<file path="config.mk">
export PLATFORM = sky130hd
export DESIGN_NAME = vga_pixel_scheduler
export DESIGN_NICKNAME = d
export VERILOG_FILES = /design/src/rtl/vga_pixel_scheduler.sv
export SDC_FILE = /design/constraint.sdc
export NUM_CORES = 1
export LEC_CHECK = 0
export BUFFER_PORTS_ARGS = -buffer_cell sky130_fd_sc_hd__buf_4
export CAP_MARGIN = 30
export CORE_AREA = 2 2 68 70
export DETAILED_ROUTE_END_ITERATION = 12
export DIE_AREA = 0 0 70 72
export GPL_TIMING_DRIVEN = 0
export HOLD_SLACK_MARGIN = 0.06
export PLACE_DENSITY = 0.68
export SYNTH_ARGS = -nofsm -noshare
export SYNTH_HDL_FRONTEND = slang
export SYNTH_SLANG_ARGS = --single-unit
</file>
<file path="constraint.sdc">
create_clock -name clock -period 3.1 [get_ports clock]
set_clock_uncertainty 0.15 [all_clocks]
set_input_delay 0.465 -clock clock [delete_from_list [all_inputs] [get_ports clock]]
set_output_delay 0.465 -clock clock [all_outputs]
set_load 0.01 [all_outputs]
</file>
<file path="src/rtl/vga_pixel_scheduler.sv">
// rtl/vga_pixel_scheduler.sv - round-robin pixel write-port scheduler with optional frame clear
// The full-frame clear engine is compiled in only when VGA_SCHED_CLEAR_EN is defined.
module vga_pixel_scheduler #(
  parameter int COLOR_DEPTH = 9,
  parameter int nX          = 10,
  parameter int nY          = 9,
  parameter int COLS        = 640,
  parameter int ROWS        = 480
) (
  input  logic                   clock,
  input  logic                   resetn,
  input  logic                   req0,
  input  logic                   req1,
  input  logic [nX-1:0]          x0,
  input  logic [nX-1:0]          x1,
  input  logic [nY-1:0]          y0,
  input  logic [nY-1:0]          y1,
  input  logic [COLOR_DEPTH-1:0] color0,
  input  logic [COLOR_DEPTH-1:0] color1,
  output logic                   ack0,
  output logic                   ack1,
  input  logic                   clear_start,
  input  logic [COLOR_DEPTH-1:0] clear_color,
  output logic                   clear_busy,
  output logic                   clear_done,
  output logic [nX-1:0]          x,
  output logic [nY-1:0]          y,
  output logic [COLOR_DEPTH-1:0] color,
  output logic                   write
);

  typedef enum logic {IDLE, CLEAR} state_t;

  // One extra bit so COLS == 2**nX still compares correctly.
  localparam logic [nX:0]   COLS_L = (nX+1)'(COLS);
  localparam logic [nY:0]   ROWS_L = (nY+1)'(ROWS);
  localparam logic [nX-1:0] X_LAST = nX'(COLS-1);
  localparam logic [nY-1:0] Y_LAST = nY'(ROWS-1);

  state_t                   state, state_d;
  logic                     last_grant, last_grant_d;
  logic                     ack0_d, ack1_d, write_d, busy_d, done_d;
  logic [nX-1:0]            x_d;
  logic [nY-1:0]            y_d;
  logic [COLOR_DEPTH-1:0]   color_d;
  logic                     elig0, elig1, in_range0, in_range1;

  // A requester still seeing its ack is masked so a held req is not written twice.
  assign elig0     = req0 && !ack0;
  assign elig1     = req1 && !ack1;
  assign in_range0 = ({1'b0, x0} < COLS_L) && ({1'b0, y0} < ROWS_L);
  assign in_range1 = ({1'b0, x1} < COLS_L) && ({1'b0, y1} < ROWS_L);

`ifndef VGA_SCHED_CLEAR_EN
  logic unused_clear;
  assign unused_clear = ^{clear_start, clear_color};
`endif

  always_ff @(posedge clock or negedge resetn) begin
    if (!resetn) state <= IDLE;
    else         state <= state_d;
  end

  always_comb begin
    state_d      = state;
    last_grant_d = last_grant;
    ack0_d       = 1'b0;
    ack1_d       = 1'b0;
    write_d      = 1'b0;
    busy_d       = 1'b0;
    done_d       = 1'b0;
    x_d          = x;
    y_d          = y;
    color_d      = color;
    case (state)
      IDLE: begin
`ifdef VGA_SCHED_CLEAR_EN
        if (clear_start) begin
          state_d = CLEAR;
          write_d = 1'b1;
          busy_d  = 1'b1;
          x_d     = '0;
          y_d     = '0;
          color_d = clear_color;
        end else
`endif
        if (elig0 && (!elig1 || last_grant)) begin
          ack0_d       = 1'b1;
          last_grant_d = 1'b0;
          x_d          = x0;
          y_d          = y0;
          color_d      = color0;
          write_d      = in_range0;
        end else if (elig1) begin
          ack1_d       = 1'b1;
          last_grant_d = 1'b1;
          x_d          = x1;
          y_d          = y1;
          color_d      = color1;
          write_d      = in_range1;
        end
      end
`ifdef VGA_SCHED_CLEAR_EN
      // The x/y output registers double as the sweep position; color holds the fill.
      CLEAR: begin
        if (x == X_LAST && y == Y_LAST) begin
          state_d = IDLE;
          done_d  = 1'b1;
        end else begin
          write_d = 1'b1;
          busy_d  = 1'b1;
          if (x == X_LAST) begin
            x_d = '0;
            y_d = y + nY'(1);
          end else begin
            x_d = x + nX'(1);
          end
        end
      end
`endif
      default: state_d = IDLE;
    endcase
  end

  always_ff @(posedge clock or negedge resetn) begin
    if (!resetn) begin
      last_grant <= 1'b1;
      ack0       <= 1'b0;
      ack1       <= 1'b0;
      write      <= 1'b0;
      clear_busy <= 1'b0;
      clear_done <= 1'b0;
      x          <= '0;
      y          <= '0;
      color      <= '0;
    end else begin
      last_grant <= last_grant_d;
      ack0       <= ack0_d;
      ack1       <= ack1_d;
      write      <= write_d;
      clear_busy <= busy_d;
      clear_done <= done_d;
      x          <= x_d;
      y          <= y_d;
      color      <= color_d;
    end
  end

endmodule

</file>
==> impl_metrics.tcl, run 1 <==
set metrics [dict create \
    cts_root_buf "clkbuf_8" \
    cts-buffers-inserted 5 \
    via_per_inst 5.10 \
    num-nets-final 284 \
    clock-sinks 32 \
    synth_area_leaders "dfrtp_1 (53%), a221o_1 (19%), and3_1 (12%), buf_6 (3.1%), dfstp_2 (1.8%)" \
    grtUsageMet2_pct 28.1 \
    wl_per_cell_um 15.7 \
    clkTransAtPathRegs_ns 0.07 \
    cts-resized-gates 0 \
    die_y_um 72 \
    drc_errors 0 \
    area_growth_pct 60.6 \
    overflow 0 \
    async_flop_share_pct 100 \
    ir_drop_mv 0.278 \
    grt_pass1_wl_um 6720 \
    pin_count 103 \
    grt_max_degree 33 \
    synth_warnings 0 \
    place.gp.congestion 0.752 \
    synth.top_cell.area_share_pct 53.4 \
    finalCritPeriodShare_pct 54.6 \
    top_usage_layer "met2" \
    finalMaxSlewViolations 0 \
    clockBufferDepth 2 \
    worstPathMaxFanout 10 \
    drive_gt1_share_pct 52.1 \
    final_hold_viol_count 0 \
    dieArea_um2 5040 \
    fp.coreArea_um2 4260 \
    cts_tree "built" \
    path_class "flop to flop" \
    rsz0062_at_grt "false" \
    initial_core_util_pct 34.1 \
    synth_top_cell_by_area "dfrtp_1" \
    clock_latency_ns 0.28 \
    p_per_area_nw_per_um2 654 \
    dr.pass1.iters 4 \
    postSynthAreaPerCell_um2 12.6 \
    ys_seq_elements 32 \
    syn_inst 115 \
    die_width_um 70 \
    rrSetupSlack_ns 1.41 \
    yosys_most_used_dff "dfrtp_1" \
    synth_edf_count 0 \
    design_area_um2 2330 \
    yosys.cell_count.top_type "dfrtp_1" \
    grt_util_met1_pct 21.7 \
    drt-initial-drc-count 48 \
    antenna_found_initial 0 \
    critical_path_arrival_ns 1.71 \
    slowest_delay_ns 0.55 \
    hold_path_class "input port to flop" \
    cap_viol_max_count 0 \
    postRouteAntennaNets 0 \
    max_freq_mhz 590 \
    placed_cell_area_um2 2200 \
    place_hpwl_um 3190 \
    grt_pass1_vias 1415 \
    critPathCaptureType "flop" \
    synth_seq_area_share_pct 55.2 \
    crit_chain "nand3b_1, buf_2, buf_6, and3_1, a221o_1" \
    power_leakage_nw 1.24 \
    status "completed" \
    required_ns 3.12 \
    portBuffers 90 \
    htreeDepth 2 \
    setup_violations 0 \
    n_antenna_cell 0 \
    grt_usage_pct 17.1 \
    crit_slowest_cell "dfstp_2" \
    use_met3_pct 5.83 \
    rows 24 \
    drt_wl_total_um 4200 \
    yosysUniqueCellTypes 20 \
    syn_area_um2 1450 \
    synth_common_cells "dfrtp_1 (31), a221o_1 (28), and3_1 (28)" \
    routed-via-count 1362 \
    setup_tns_ns 0 \
    min_period_ns 1.69 \
    startpoint_type "flop" \
]
-- placed cells by master, fill, tap and decap left out, drive strengths merged, types with 2 or more instances in the layout --
| master | count |
|---|---|
| o21a | 3 |
| and3 | 28 |
| clkbuf | 9 |
| buf | 101 |
| conb | 2 |
| a221o | 28 |
| dfrtp | 31 |
-- layer usage --
layer | vias to the layer above | part of all wire (%)
met5 | - | 0
met2 | 69 | 48
met4 | 0 | 1.6
met3 | 7 | 8.4
met1 | 630 | 42
li1 | 656 | -
-- per-stage QoR --
| stage | instances | utilization [%] | setup WS (ns) | hold slack [ns] | total power [mW] |
|---|---|---|---|---|---|
| finish | 267 | 54.7 | 1.41 | 0.255 | 1.53 |
| global route | 267 | 54.7 | 1.34 | 0.252 | 1.61 |
| detailed placement | 258 | 51.5 | 1.27 | 0.274 | 1.10 |
| floorplan | 116 | - | 1.51 | 0.0194 | 0.825 |
| CTS | 267 | 54.7 | 1.39 | 0.248 | 1.54 |
| global placement | 258 | 51.5 | 1.28 | 0.274 | 1.10 |
-- worst paths after layout --
check,startpoint,cells after the start,to
setup / recovery,last_grant,5,y[2]
hold / removal,x0[0],2,x[0]
setup reg to reg,last_grant,5,y[2]
min in group asynchronous,resetn,2,y[8]
max in group asynchronous,resetn,2,last_grant
hold reg to reg,color[5],1,color[5]
-- power by group --
part	internal [mW]	switching (mW)
Clock	0.283	0.151
Sequential	0.523	0.0644
Combinational	0.288	0.216
Total	1.09	0.432
-- sequential cells by signal, indices dropped and copies added, names as in the netlist --
signal	count
write	1
last_grant	1
ack1	1
y	9
color	9
ack0	1
x	10
-- cell type report --
type | count | area [µm²]
clock inverters | 1 | 30.0
repair buffers | 91 | 686
plain buffers | 13 | 92.6
multi-input cells | 71 | 562
clock buffers | 7 | 96.3
fillers | 400 | 1930
well taps | 52 | 65.1
flip-flops and latches | 32 | 802
-- worst max-delay path, delay by kind of cell, from the launching register on --
family	cells	cell delay, ns
flip-flops	1	0.55
buffers and inverters	2	0.34
AND/OR/NAND/NOR	2	0.27
AO/OA/AOI/OAI	1	0.26
-- cells by family (layout without fill, tap and decap cells) --
group	Yosys count	after routing	synth area share, %
AOI/OAI and AO/OA	35	35	22.8
buffers and inverters	13	112	6.37
DFF	32	32	55.2
other	1	2	0.258
and+or+nand+nor	34	34	15.3
-- repair_timing --
item	CTS	global route
setup buffers	0	0
hold endpoints to repair	31	0
hold buffers	1	0
Power figures use the tool's default switching activity.
==> run 2, diff against run 1 <==
--- a/config.mk
+++ b/config.mk
@@ -12,7 +12,7 @@
 export DIE_AREA = 0 0 70 72
 export GPL_TIMING_DRIVEN = 0
 export HOLD_SLACK_MARGIN = 0.06
-export PLACE_DENSITY = 0.68
+export PLACE_DENSITY = 0.71
 export SYNTH_ARGS = -nofsm -noshare
 export SYNTH_HDL_FRONTEND = slang
 export SYNTH_SLANG_ARGS = --single-unit
==> constraint.sdc (replaced) <==
create_clock -name clock -period 1.45 [get_ports clock]
set_clock_uncertainty 0.15 [all_clocks]
set_input_delay 0.2175 -clock clock [delete_from_list [all_inputs] [get_ports clock]]
set_output_delay 0.2175 -clock clock [all_outputs]
set_load 0.01 [all_outputs]
==> run 2 against run 1 <==
  * The flow now finishes with violations (setup timing)
  * Clock-buffer cell count up 1
  * Via count up 14%
  * Die area unchanged
  * Power up 120%
  * Clock power up 64%
  * Cell count up 13%
  * Critical path depth unchanged
  * Cell area up 19%
  * Hold slack worse by 0.18 ns
  * Maximum frequency up 3.3%
  * Wire length up 22%
  * Largest cell class is now non-clock buffers
==> impl_metrics.tcl, run 2 (synthesized netlist as in run 1, its figures left out) <==
set metrics [dict create \
    multi_input_area_um2 667 \
    antenna_found_initial 0 \
    grt_pass1_wl_um 8010 \
    startpoint_type "flop" \
    cap_viol_max_count 0 \
    grt_pass1_vias 1662 \
    htreeDepth 2 \
    pin_count 103 \
    worstHoldStart "req1" \
    drive_gt1_share_pct 56.0 \
    grtUsageMet2_pct 37.4 \
    overflow 0 \
    path_class "flop to flop" \
    hold_path_class "input port to flop" \
    cts-buffers-inserted 5 \
    portBuffers 90 \
    fin_util_pct 65.2 \
    final_hold_viol_count 0 \
    num-nets-final 319 \
    clkTransAtPathRegs_ns 0.07 \
    rows 24 \
    rsz0062_at_grt "true" \
    fillers 356 \
    final_common_cell "buf_4" \
    die_width_um 70 \
    timing.rr.start "last_grant" \
    cts_root_buf "clkbuf_8" \
    fp.coreArea_um2 4260 \
    violations "setup timing" \
    cts_tree "built" \
    timing.final.ws_setup_ns -0.190 \
    max_freq_mhz 610 \
    postRouteAntennaNets 0 \
    p_per_area_nw_per_um2 1190 \
    critPathLaunch "last_grant" \
    dr.pass1.iters 4 \
    wl_per_cell_um 16.9 \
    clockBufferDepth 2 \
    min_period_ns 1.64 \
    worstPathMaxFanout 5 \
    grt_max_degree 33 \
    layout_common_cells "buf_4 (98), dfrtp_1 (31), dlygate4sd3_1 (29)" \
    via_per_inst 5.15 \
    largest_reg_flops 10 \
    drc_errors 0 \
    initial_core_util_pct 34.1 \
    top_usage_layer "met2" \
    placed_cell_area_um2 2260 \
    p_total_mw 3.31 \
    place.gp.congestion 0.742 \
    place_hpwl_um 3300 \
    post-place-ws_ns -0.193 \
    drt_wl_total_um 5110 \
    regArea_um2 802 \
    n_antenna_cell 0 \
    design_area_um2 2780 \
    reg_top3 "x x10, color x9, y x9" \
    required_ns 1.46 \
    finalMaxSlewViolations 0 \
    ir_drop_mv 0.569 \
    critPathCaptureType "flop" \
    setup_violations 28 \
    power_leakage_nw 1.37 \
    clock_latency_ns 0.28 \
    routed-via-count 1556 \
    critical_path_arrival_ns 1.65 \
    dieArea_um2 5040 \
    status "finished with violations" \
    finalCritPeriodShare_pct 113 \
    drt-initial-drc-count 44 \
    grt_util_met1_pct 23.8 \
    use_met3_pct 5.42 \
    area_growth_pct 91.4 \
    grt_usage_pct 20.3 \
    regMostFlops "x" \
    clock-sinks 32 \
    die_y_um 72 \
]
-- run 2: cell types whose count changed in the layout (fill, tap and decap cells not counted), sizes merged --
| cell | before | now |
|---|---|---|
| dlygate4sd3 | 1 | 29 |
| buf | 101 | 106 |
| clkbuf | 9 | 12 |
| bufinv | 1 | 0 |
-- run 2: worst max-delay path: stages (launching register included) --
cell	delay (ns)
dfstp_2	0.53
nand3b_1	0.13
buf_6	0.17
buf_8	0.12
and3_4	0.14
a221o_1	0.28
-- run 2: worst paths after layout --
kind                               to  slack [ns]  cells after the start
max                              y[7]       -0.19                      5
min                              ack1        0.08                      3
max reg2reg                      y[7]       -0.19                      5
min reg2reg                  color[4]        0.37                      1
max in group asynchronous  last_grant        0.56                      2
min in group asynchronous        y[8]        0.25                      2
-- run 2: report_power, final --
part           leakage, nW  total (mW)  internal [mW]  switching, mW
registers            0.391        1.26           1.12          0.144
logic                0.930        1.34          0.801          0.538
clock network       0.0455       0.713          0.387          0.326
total                 1.37        3.31           2.31           1.01
-- run 2: metrics by stage --
step                hold slack, ns  cells  TNS (ns)
finish                      0.0779    302     -3.88
global route                0.0745    302     -5.19
CTS                         0.0714    300     -3.79
detailed placement          0.0305    258     -3.81
global placement            0.0261    258     -3.55
floorplan                   -0.228    116     -1.65
-- run 2: what timing repair did --
action | 4_1_cts | 5_1_grt
endpoints found under the hold margin | 60 | 0
cloned | 2 | 0
pin swaps | 10 | 0
endpoints found under the setup margin | 28 | 29
gates resized for setup | 17 | 4
buffers inserted | 3 | 3
hold buffers | 29 | 0
-- run 2: layer usage --
layer / part of all wire, % / routed length [µm]
met3: 6.1 / 311
met5: 0 / 0
met4: 0.72 / 37
met2: 53 / 2700
met1: 40 / 2060
-- run 2: final cells by class --
cell class,count,area share (%)
well taps,52,2.34
flip-flops and latches,32,28.8
clock buffers,8,3.24
repair buffers,126,37.5
plain buffers,13,4.10
multi-input cells,71,24.0
